**config.mk**
```make
export PLATFORM = sky130hd
export DESIGN_NAME = uart_tx_scheduler
export DESIGN_NICKNAME = d
export VERILOG_FILES = /design/src/rtl/uart_tx_pkg.sv /design/src/rtl/rr_arbiter.sv /design/src/rtl/uart_tx_scheduler.sv
export SDC_FILE = /design/constraint.sdc
export NUM_CORES = 1
export LEC_CHECK = 0
export ABC_CLOCK_PERIOD_IN_PS = 8000
export CELL_PAD_IN_SITES_DETAIL_PLACEMENT = 1
export CELL_PAD_IN_SITES_GLOBAL_PLACEMENT = 2
export CORE_MARGIN = 2
export CORE_UTILIZATION = 30
export DETAILED_ROUTE_END_ITERATION = 6
export GPL_ROUTABILITY_DRIVEN = 0
export PLACE_DENSITY_LB_ADDON = 0.1
export SETUP_SLACK_MARGIN = 0.1
export SLEW_MARGIN = 25
export SYNTH_ARGS = -nofsm -noshare
export SYNTH_HDL_FRONTEND = slang
export SYNTH_HIERARCHICAL = 1
export SYNTH_SLANG_ARGS = --single-unit
```
**constraint.sdc**
```tcl
create_clock -name clk -period 8 [get_ports clk]
set_clock_uncertainty 0.1 [all_clocks]
set_input_delay 1.6 -clock clk [delete_from_list [all_inputs] [get_ports clk]]
set_output_delay 1.6 -clock clk [all_outputs]
set_load 0.1 [all_outputs]
```
**src/rtl/uart_tx_pkg.sv**
```systemverilog
// -----------------------------------------------------------------------------
// uart_tx_pkg
// Shared constants, FSM state encoding and frame helpers for the UART transmit
// scheduler.
//
// Contents:
//   NUM_REQ   default number of message requesters
//              (0 = deal, 1 = dealer finished, 2 = player select)
//   MAX_LEN   default maximum payload bytes per frame
//   SOF       default start-of-frame byte
//   IDX_W     width of a requester index (grant_id, round-robin pointer)
//   LEN_W     width of a payload length field
//   DATA_W    width of a payload field (MAX_LEN bytes, first byte in the MSBs)
//   state_e   frame FSM states
//   type_byte frame type byte builder
// -----------------------------------------------------------------------------
package uart_tx_pkg;

  localparam int         NUM_REQ = 3;
  localparam int         MAX_LEN = 3;
  localparam logic [7:0] SOF     = 8'hA5;

  localparam int IDX_W  = 2;
  localparam int LEN_W  = 2;
  localparam int DATA_W = 24;

  // Every state except ST_IDLE presents exactly one byte on w_data.
  typedef enum logic [2:0] {
    ST_IDLE    = 3'd0,
    ST_SOF     = 3'd1,
    ST_TYPE    = 3'd2,
    ST_PAYLOAD = 3'd3,
    ST_CSUM    = 3'd4
  } state_e;

  // Type byte layout: [7:6] requester id, [5:2] reserved zero, [1:0] length.
  function automatic logic [7:0] type_byte(input logic [IDX_W-1:0] id,
                                           input logic [LEN_W-1:0] len);
    return {id, 2'b00, 2'b00, len};
  endfunction

endpackage

```
**src/rtl/rr_arbiter.sv**
```systemverilog
// -----------------------------------------------------------------------------
// rr_arbiter
// Purely combinational round-robin selector. Starting at 'pointer' and wrapping
// modulo N, returns the first requester whose pending bit is set.
//
// Ports:
//   pending  in   N    one bit per requester with a frame waiting
//   pointer  in   IW   index where the search starts (0..N-1)
//   valid    out  1    at least one pending bit is set
//   index    out  IW   selected requester; 0 when valid=0
// -----------------------------------------------------------------------------
module rr_arbiter #(
  parameter int N  = 3,
  parameter int IW = 2
) (
  input  logic [N-1:0]  pending,
  input  logic [IW-1:0] pointer,
  output logic          valid,
  output logic [IW-1:0] index
);

  int j;

  always_comb begin
    valid = 1'b0;
    index = '0;
    j     = 0;
    for (int k = 0; k < N; k++) begin
      // pointer is always < N, so a single subtraction performs the wrap.
      j = int'(pointer) + k;
      if (j >= N) begin
        j = j - N;
      end
      if (!valid && pending[j]) begin
        valid = 1'b1;
        index = IW'(j);
      end
    end
  end

endmodule

```
**src/rtl/uart_tx_scheduler.sv**
```systemverilog
// -----------------------------------------------------------------------------
// uart_tx_scheduler
// Collects one-cycle message requests from NUM_REQ requesters, arbitrates
// between them round-robin and serialises each message as a frame into a UART
// transmit FIFO:
//   SOF, type = {id, 4'b0000, len}, len payload bytes, checksum
// The checksum is the XOR of the type byte and the payload bytes.
//
// Handshake: a byte is transferred on every rising edge where wr_uart=1.
// wr_uart is high whenever the FSM is in a byte state and tx_full=0; while
// tx_full=1 the byte on w_data is held and the FSM does not advance.
//
// Ports:
//   clk        in   1            system clock, rising edge
//   rst        in   1            asynchronous active-low reset
//   req        in   NUM_REQ      per-requester request pulse
//   req_len    in   NUM_REQ*2    per-requester payload length, sampled with req
//   req_data   in   NUM_REQ*24   per-requester payload, [23:16] sent first
//   tx_full    in   1            UART transmit FIFO full
//   wr_uart    out  1            write strobe into the UART transmit FIFO
//   w_data     out  8            byte to write, valid with wr_uart
//   busy       out  1            FSM is not IDLE
//   grant_id   out  2            requester being served, valid while busy
//   done       out  NUM_REQ      pulse the cycle after a frame's last byte
//   overflow   out  NUM_REQ      sticky: a request from that requester dropped
//   dbg_state  out  state_e      current FSM state, for observation only
// -----------------------------------------------------------------------------
module uart_tx_scheduler
  import uart_tx_pkg::*;
#(
  parameter int         NUM_REQ = uart_tx_pkg::NUM_REQ,
  parameter int         MAX_LEN = uart_tx_pkg::MAX_LEN,
  parameter logic [7:0] SOF     = uart_tx_pkg::SOF
) (
  input  logic                      clk,
  input  logic                      rst,
  input  logic [NUM_REQ-1:0]        req,
  input  logic [NUM_REQ*LEN_W-1:0]  req_len,
  input  logic [NUM_REQ*DATA_W-1:0] req_data,
  input  logic                      tx_full,
  output logic                      wr_uart,
  output logic [7:0]                w_data,
  output logic                      busy,
  output logic [IDX_W-1:0]          grant_id,
  output logic [NUM_REQ-1:0]        done,
  output logic [NUM_REQ-1:0]        overflow,
  output state_e                    dbg_state
);

  localparam logic [LEN_W-1:0] LEN_MAX = LEN_W'(MAX_LEN);
  localparam logic [IDX_W-1:0] IDX_TOP = IDX_W'(NUM_REQ - 1);

  // ---------------------------------------------------------------------------
  // State
  // ---------------------------------------------------------------------------
  state_e state_q, state_d;

  logic [NUM_REQ-1:0]             pending_q, pending_d;
  logic [NUM_REQ-1:0][LEN_W-1:0]  len_lat_q, len_lat_d;
  logic [NUM_REQ-1:0][DATA_W-1:0] data_lat_q, data_lat_d;

  // Shadow copy of the granted request; the payload shifts left one byte per
  // payload write so the next byte is always in the top 8 bits.
  logic [LEN_W-1:0]  sh_len_q, sh_len_d;
  logic [DATA_W-1:0] sh_data_q, sh_data_d;
  logic [LEN_W-1:0]  cnt_q, cnt_d;       // payload bytes still to write
  logic [7:0]        csum_q, csum_d;
  logic [IDX_W-1:0]  ptr_q, ptr_d;       // round-robin search start
  logic [IDX_W-1:0]  grant_q, grant_d;
  logic [NUM_REQ-1:0] done_q, done_d;
  logic [NUM_REQ-1:0] ovf_q, ovf_d;

  // ---------------------------------------------------------------------------
  // Arbitration
  // ---------------------------------------------------------------------------
  logic             arb_valid;
  logic [IDX_W-1:0] arb_idx;
  logic             grant;
  logic             wr;

  rr_arbiter #(
    .N  (NUM_REQ),
    .IW (IDX_W)
  ) u_arb (
    .pending (pending_q),
    .pointer (ptr_q),
    .valid   (arb_valid),
    .index   (arb_idx)
  );

  assign grant = (state_q == ST_IDLE) && arb_valid;
  assign wr    = (state_q != ST_IDLE) && !tx_full;

  // ---------------------------------------------------------------------------
  // FSM: state register
  // ---------------------------------------------------------------------------
  always_ff @(posedge clk or negedge rst) begin
    if (!rst) begin
      state_q <= ST_IDLE;
    end else begin
      state_q <= state_d;
    end
  end

  // ---------------------------------------------------------------------------
  // FSM: next state
  // ---------------------------------------------------------------------------
  always_comb begin
    state_d = state_q;
    case (state_q)
      ST_IDLE:    if (grant) state_d = ST_SOF;
      ST_SOF:     if (wr)    state_d = ST_TYPE;
      ST_TYPE:    if (wr)    state_d = (sh_len_q == '0) ? ST_CSUM : ST_PAYLOAD;
      ST_PAYLOAD: if (wr && (cnt_q == LEN_W'(1))) state_d = ST_CSUM;
      ST_CSUM:    if (wr)    state_d = ST_IDLE;
      default:               state_d = ST_IDLE;
    endcase
  end

  // ---------------------------------------------------------------------------
  // FSM: outputs
  // ---------------------------------------------------------------------------
  always_comb begin
    w_data = 8'h00;
    case (state_q)
      ST_SOF:     w_data = SOF;
      ST_TYPE:    w_data = type_byte(grant_q, sh_len_q);
      ST_PAYLOAD: w_data = sh_data_q[DATA_W-1 -: 8];
      ST_CSUM:    w_data = csum_q;
      default:    w_data = 8'h00;
    endcase
  end

  assign wr_uart   = wr;
  assign busy      = (state_q != ST_IDLE);
  assign grant_id  = grant_q;
  assign done      = done_q;
  assign overflow  = ovf_q;
  assign dbg_state = state_q;

  // ---------------------------------------------------------------------------
  // Datapath next values
  // ---------------------------------------------------------------------------
  logic [LEN_W-1:0] len_in;

  always_comb begin
    pending_d  = pending_q;
    len_lat_d  = len_lat_q;
    data_lat_d = data_lat_q;
    sh_len_d   = sh_len_q;
    sh_data_d  = sh_data_q;
    cnt_d      = cnt_q;
    csum_d     = csum_q;
    ptr_d      = ptr_q;
    grant_d    = grant_q;
    done_d     = '0;
    ovf_d      = ovf_q;
    len_in     = '0;

    // Grant: move the latched request into the shadow and free the slot.
    if (grant) begin
      pending_d[arb_idx] = 1'b0;
      sh_len_d           = len_lat_q[arb_idx];
      sh_data_d          = data_lat_q[arb_idx];
      grant_d            = arb_idx;
      ptr_d              = (arb_idx == IDX_TOP) ? '0 : arb_idx + IDX_W'(1);
    end

    // Request capture. A slot being granted this cycle counts as free, so a
    // request on the grant cycle becomes the next pending request.
    for (int i = 0; i < NUM_REQ; i++) begin
      if (req[i]) begin
        if (!pending_q[i] || (grant && (arb_idx == IDX_W'(i)))) begin
          len_in = req_len[i*LEN_W +: LEN_W];
          if (len_in > LEN_MAX) begin
            len_in = LEN_MAX;
          end
          pending_d[i]  = 1'b1;
          len_lat_d[i]  = len_in;
          data_lat_d[i] = req_data[i*DATA_W +: DATA_W];
        end else begin
          ovf_d[i] = 1'b1;
        end
      end
    end

    // Frame progress, only on cycles where a byte is actually written.
    if (wr) begin
      case (state_q)
        ST_TYPE: begin
          csum_d = type_byte(grant_q, sh_len_q);
          cnt_d  = sh_len_q;
        end
        ST_PAYLOAD: begin
          csum_d    = csum_q ^ sh_data_q[DATA_W-1 -: 8];
          sh_data_d = {sh_data_q[DATA_W-9:0], 8'h00};
          cnt_d     = cnt_q - LEN_W'(1);
        end
        ST_CSUM: begin
          for (int i = 0; i < NUM_REQ; i++) begin
            if (grant_q == IDX_W'(i)) begin
              done_d[i] = 1'b1;
            end
          end
        end
        default: ;
      endcase
    end
  end

  // ---------------------------------------------------------------------------
  // Datapath registers
  // ---------------------------------------------------------------------------
  always_ff @(posedge clk or negedge rst) begin
    if (!rst) begin
      pending_q  <= '0;
      len_lat_q  <= '0;
      data_lat_q <= '0;
      sh_len_q   <= '0;
      sh_data_q  <= '0;
      cnt_q      <= '0;
      csum_q     <= '0;
      ptr_q      <= '0;
      grant_q    <= '0;
      done_q     <= '0;
      ovf_q      <= '0;
    end else begin
      pending_q  <= pending_d;
      len_lat_q  <= len_lat_d;
      data_lat_q <= data_lat_d;
      sh_len_q   <= sh_len_d;
      sh_data_q  <= sh_data_d;
      cnt_q      <= cnt_d;
      csum_q     <= csum_d;
      ptr_q      <= ptr_d;
      grant_q    <= grant_d;
      done_q     <= done_d;
      ovf_q      <= ovf_d;
    end
  end

endmodule

```
==> reports/metrics.json <==
{
  "synth_seq_area_share": 0.509,
  "total_area_of_multi_input_combinational_cells_um2": 2950,
  "finalHoldViolations": 0,
  "drive_gt1_frac": 0.201,
  "power.share.combinational": 0.484,
  "clock_power_share": 0.203,
  "worst_slew_margin_rel": 0.349,
  "detail_route.vias_per_cell": 4.80,
  "postCtsSetupBuffers": 0,
  "worst_r2r_startpoint": "ptr_q[0]",
  "status": "complete, no violations",
  "hp-start": "overflow[0]",
  "max_slew.worst_pin.slew_ps": 973,
  "floorplan.initialDensity": 0.305,
  "synth.most_common_cell": "sky130_fd_sc_hd__dfrtp_1",
  "layout_min_cycle_time_ps": 5430,
  "via_count_of_the_first_global_routing_pass": 5040,
  "dr_drc_count": 0,
  "cts_max_path_buffers": 2,
  "core_um2": 21000,
  "net-switching-power_w": 0.00164,
  "number_of_enable_type_register_cells_in_the_synthesized_netlist": 0,
  "yosys.cell_types.count": 59,
  "ant_nets": 0,
  "cts_made_buffers": 17,
  "peakVddDrop_v": 0.000185,
  "die_height_um": 150,
  "crit_path_cell_trace": "clkdlybuf4s50_1 -> nor2_1 -> clkdlybuf4s50_1",
  "setup-tns-final_ps": 0,
  "cts_resized": 0,
  "power_switching_share": 0.419,
  "crit_path_start": "tx_full",
  "firstDrtPassIters": 4,
  "n_antenna_cell": 0,
  "p_int_w": 0.00227,
  "drv_cap": 0,
  "hold_path.class": "flop to flop",
  "design.die.area_um2": 22500,
  "rsz0062_at_grt": "no",
  "postCtsHoldBufs": 0,
  "synthesized_cell_area_um2": 6390,
  "cts_root_buffer": "sky130_fd_sc_hd__clkbuf_16",
  "worst-endpoint-required_ps": 6300,
  "synth_top_area_share": 0.509,
  "number_of_pins_with_negative_max_slew_slack_in_the_final_report": 0,
  "largest_net_degree_at_the_start_of_global_routing": 75,
  "cellPowerDensity_nw_per_um2": 472,
  "setup_viol": 0,
  "post_synth_most_frequent_cells": "sky130_fd_sc_hd__dfrtp_1 (130), sky130_fd_sc_hd__nor2_1 (62), sky130_fd_sc_hd__nand2_1 (43)",
  "ys.warnings.count": 6,
  "critical_path_top_delay_cell": "sky130_fd_sc_hd__clkdlybuf4s50_1",
  "track_usage": 0.162,
  "postSynthRegisterBits": 130,
  "postSynthAreaPerCell_um2": 11.6,
  "cp_max_fo": 11,
  "clk_pin_slew_worst_setup_hold_paths_ps": 50,
  "grt_antenna_before_repair": 0,
  "netlist_top_cells_area": "sky130_fd_sc_hd__dfrtp_1 (51%), sky130_fd_sc_hd__mux2_4 (9.4%), sky130_fd_sc_hd__mux2_2 (5.6%)",
  "tritoncts": "yes",
  "clock_sinks": 130,
  "postLayoutSetupSlackWorst_ps": 2570,
  "ys_async_sr_fraction": 1.00,
  "syn-num-nets": 637,
  "critical-path-max-stage-delay_ps": 1160,
  "syn_inst_count": 549,
  "critPathLaunchType": "input port",
  "wl_mm": 17.2,
  "first_iter_violations": 209,
  "share_seq_of_total_power": 0.312,
  "final-seq-area_um2": 3250,
  "layout-area-overhead-vs-synth_pct": 29.5,
  "yosys_most_used_dff": "sky130_fd_sc_hd__dfrtp_1",
  "crit_arrival_ps": 3730,
  "floorplan.rows": 53,
  "gr-total-overflow": 0,
  "fillerInstances": 2301,
  "dominant_cell_type_by_area_after_synthesis": "sky130_fd_sc_hd__dfrtp_1",
  "max_clock_freq_ghz": 0.184,
  "die_width_um": 150,
  "finalNetCount": 732,
  "number_of_placed_cells_counting_well_taps": 900,
  "stdcell_count": 931,
  "worst_skew_pair.late_latency_ps": 410,
  "grt_first_pass_wirelength_mm": 27.9,
  "timing.critical_path.mode_cell": "sky130_fd_sc_hd__clkdlybuf4s50_1",
  "worstSetupPathType": "input port to output port",
  "total_leakage_power_nw": 3.59,
  "kind_of_end_point_of_the_critical_path": "output port",
  "detailed_place_hpwl_mm": 12.0,
  "r2r_cells": 11,
  "dr_total_vias": 4465,
  "ctsHtreeMaxLevel": 4,
  "hold_path_depth": 1,
  "dpl_worst_slack_ps": 2560,
  "port_buffers": 104,
  "wl_per_cell_um": 18.5,
  "fin_crit_share": 0.679,
  "top_level_ports": 105
}
## cell usage in the layout (no fill, tap or decap), types with 2 or more instances in the layout
master	n
sky130_fd_sc_hd__dfrtp_1	130
sky130_fd_sc_hd__clkdlybuf4s50_1	103
sky130_fd_sc_hd__nor2_1	62
sky130_fd_sc_hd__nand2_1	43
sky130_fd_sc_hd__mux2_4	40
sky130_fd_sc_hd__mux2i_1	35
sky130_fd_sc_hd__mux2_2	32
sky130_fd_sc_hd__a211oi_1	22
sky130_fd_sc_hd__o21ai_0	22
sky130_fd_sc_hd__clkbuf_16	17
sky130_fd_sc_hd__o31ai_1	15
sky130_fd_sc_hd__a21oi_1	14
sky130_fd_sc_hd__nand2b_1	10
sky130_fd_sc_hd__nor3_1	10
sky130_fd_sc_hd__inv_1	8
sky130_fd_sc_hd__a22o_1	6
sky130_fd_sc_hd__mux2_1	6
sky130_fd_sc_hd__clkbuf_8	6
sky130_fd_sc_hd__buf_4	6
sky130_fd_sc_hd__nand3_1	4
sky130_fd_sc_hd__nor2b_1	4
sky130_fd_sc_hd__ha_1	4
sky130_fd_sc_hd__a31oi_1	3
sky130_fd_sc_hd__clkinv_2	3
sky130_fd_sc_hd__nor3_4	2
sky130_fd_sc_hd__nor3b_2	2
sky130_fd_sc_hd__o22ai_1	2
sky130_fd_sc_hd__nor4b_1	2
sky130_fd_sc_hd__o31ai_4	2
sky130_fd_sc_hd__nand2_4	2
sky130_fd_sc_hd__a31o_2	2
sky130_fd_sc_hd__clkinvlp_4	2
sky130_fd_sc_hd__bufinv_16	2
sky130_fd_sc_hd__nand3b_1	2
sky130_fd_sc_hd__o21ai_1	2
## flip-flops by register name, summed over array words and instances, names as in the netlist
name,flops
overflow,3
sh_len_q,2
grant_id,2
dbg_state,3
cnt_q,2
sh_data_q,24
done,3
csum_q,8
pending_q,3
data_lat_q,72
len_lat_q,6
ptr_q,2
## area by class of cell
type / instances / share of cell area
well taps: 275 / 0.0416
flip-flops and latches: 130 / 0.393
repair buffers: 110 / 0.131
clock inverters: 8 / 0.0119
multi-input cells: 376 / 0.357
inverters: 9 / 0.00408
clock buffers: 23 / 0.0614
## critical path, delay by kind of cell
family	cells	cell delay, ps
and+or+nand+nor	1	270
buffers and inverters	2	1850
## routing by layer
layer / up-vias / part of all wire / GRT usage
met5: - / 0 / 0
met3: 10 / 0.027 / 0.0351
met1: 2248 / 0.48 / 0.217
met2: 69 / 0.49 / 0.268
met4: 0 / 0.0081 / 0.0406
li1: 2138 / - / -
## power by group through the flow
| stage | registers [W] | logic (W) | clock network, W |
|---|---|---|---|
| final | 0.00122 | 0.00189 | 0.000795 |
| after global routing | 0.00127 | 0.00206 | 0.000846 |
| after CTS | 0.00123 | 0.00192 | 0.000817 |
| after detailed placement | 0.00124 | 0.00192 | 0 |
| after global placement | 0.00122 | 0.00189 | 0 |
| after floorplan | 0.00119 | 0.00145 | 0 |
## cells by family (layout without fill, tap and decap cells)
group           Yosys count  count (layout)  synth area share
fa+ha+maj                 4               4           0.00783
flops                   130             130             0.509
mux                     113             113             0.216
buf+inv                  43             150            0.0347
compound gates          102             102             0.111
simple gates            157             157             0.122
## worst paths after layout
check                                  to  slack, ps
max                               wr_uart       2570
min                           overflow[0]        370
max reg2reg                data_lat_q[56]       3930
min reg2reg                   overflow[0]        370
max in group asynchronous   sh_data_q[23]       5420
min in group asynchronous    pending_q[2]       1140
## through the flow
stage | hold WS, ps | total power, W | instance area (um2) | utilization
final | 372 | 0.00391 | 8280 | 0.395
after global routing | 403 | 0.00418 | 8280 | 0.395
after CTS | 383 | 0.00396 | 8270 | 0.395
after detailed placement | 370 | 0.00316 | 7660 | 0.366
after global placement | 353 | 0.00311 | 7660 | 0.366
after floorplan | 349 | 0.00264 | 6390 | -
(Power assumes the default switching activity.)
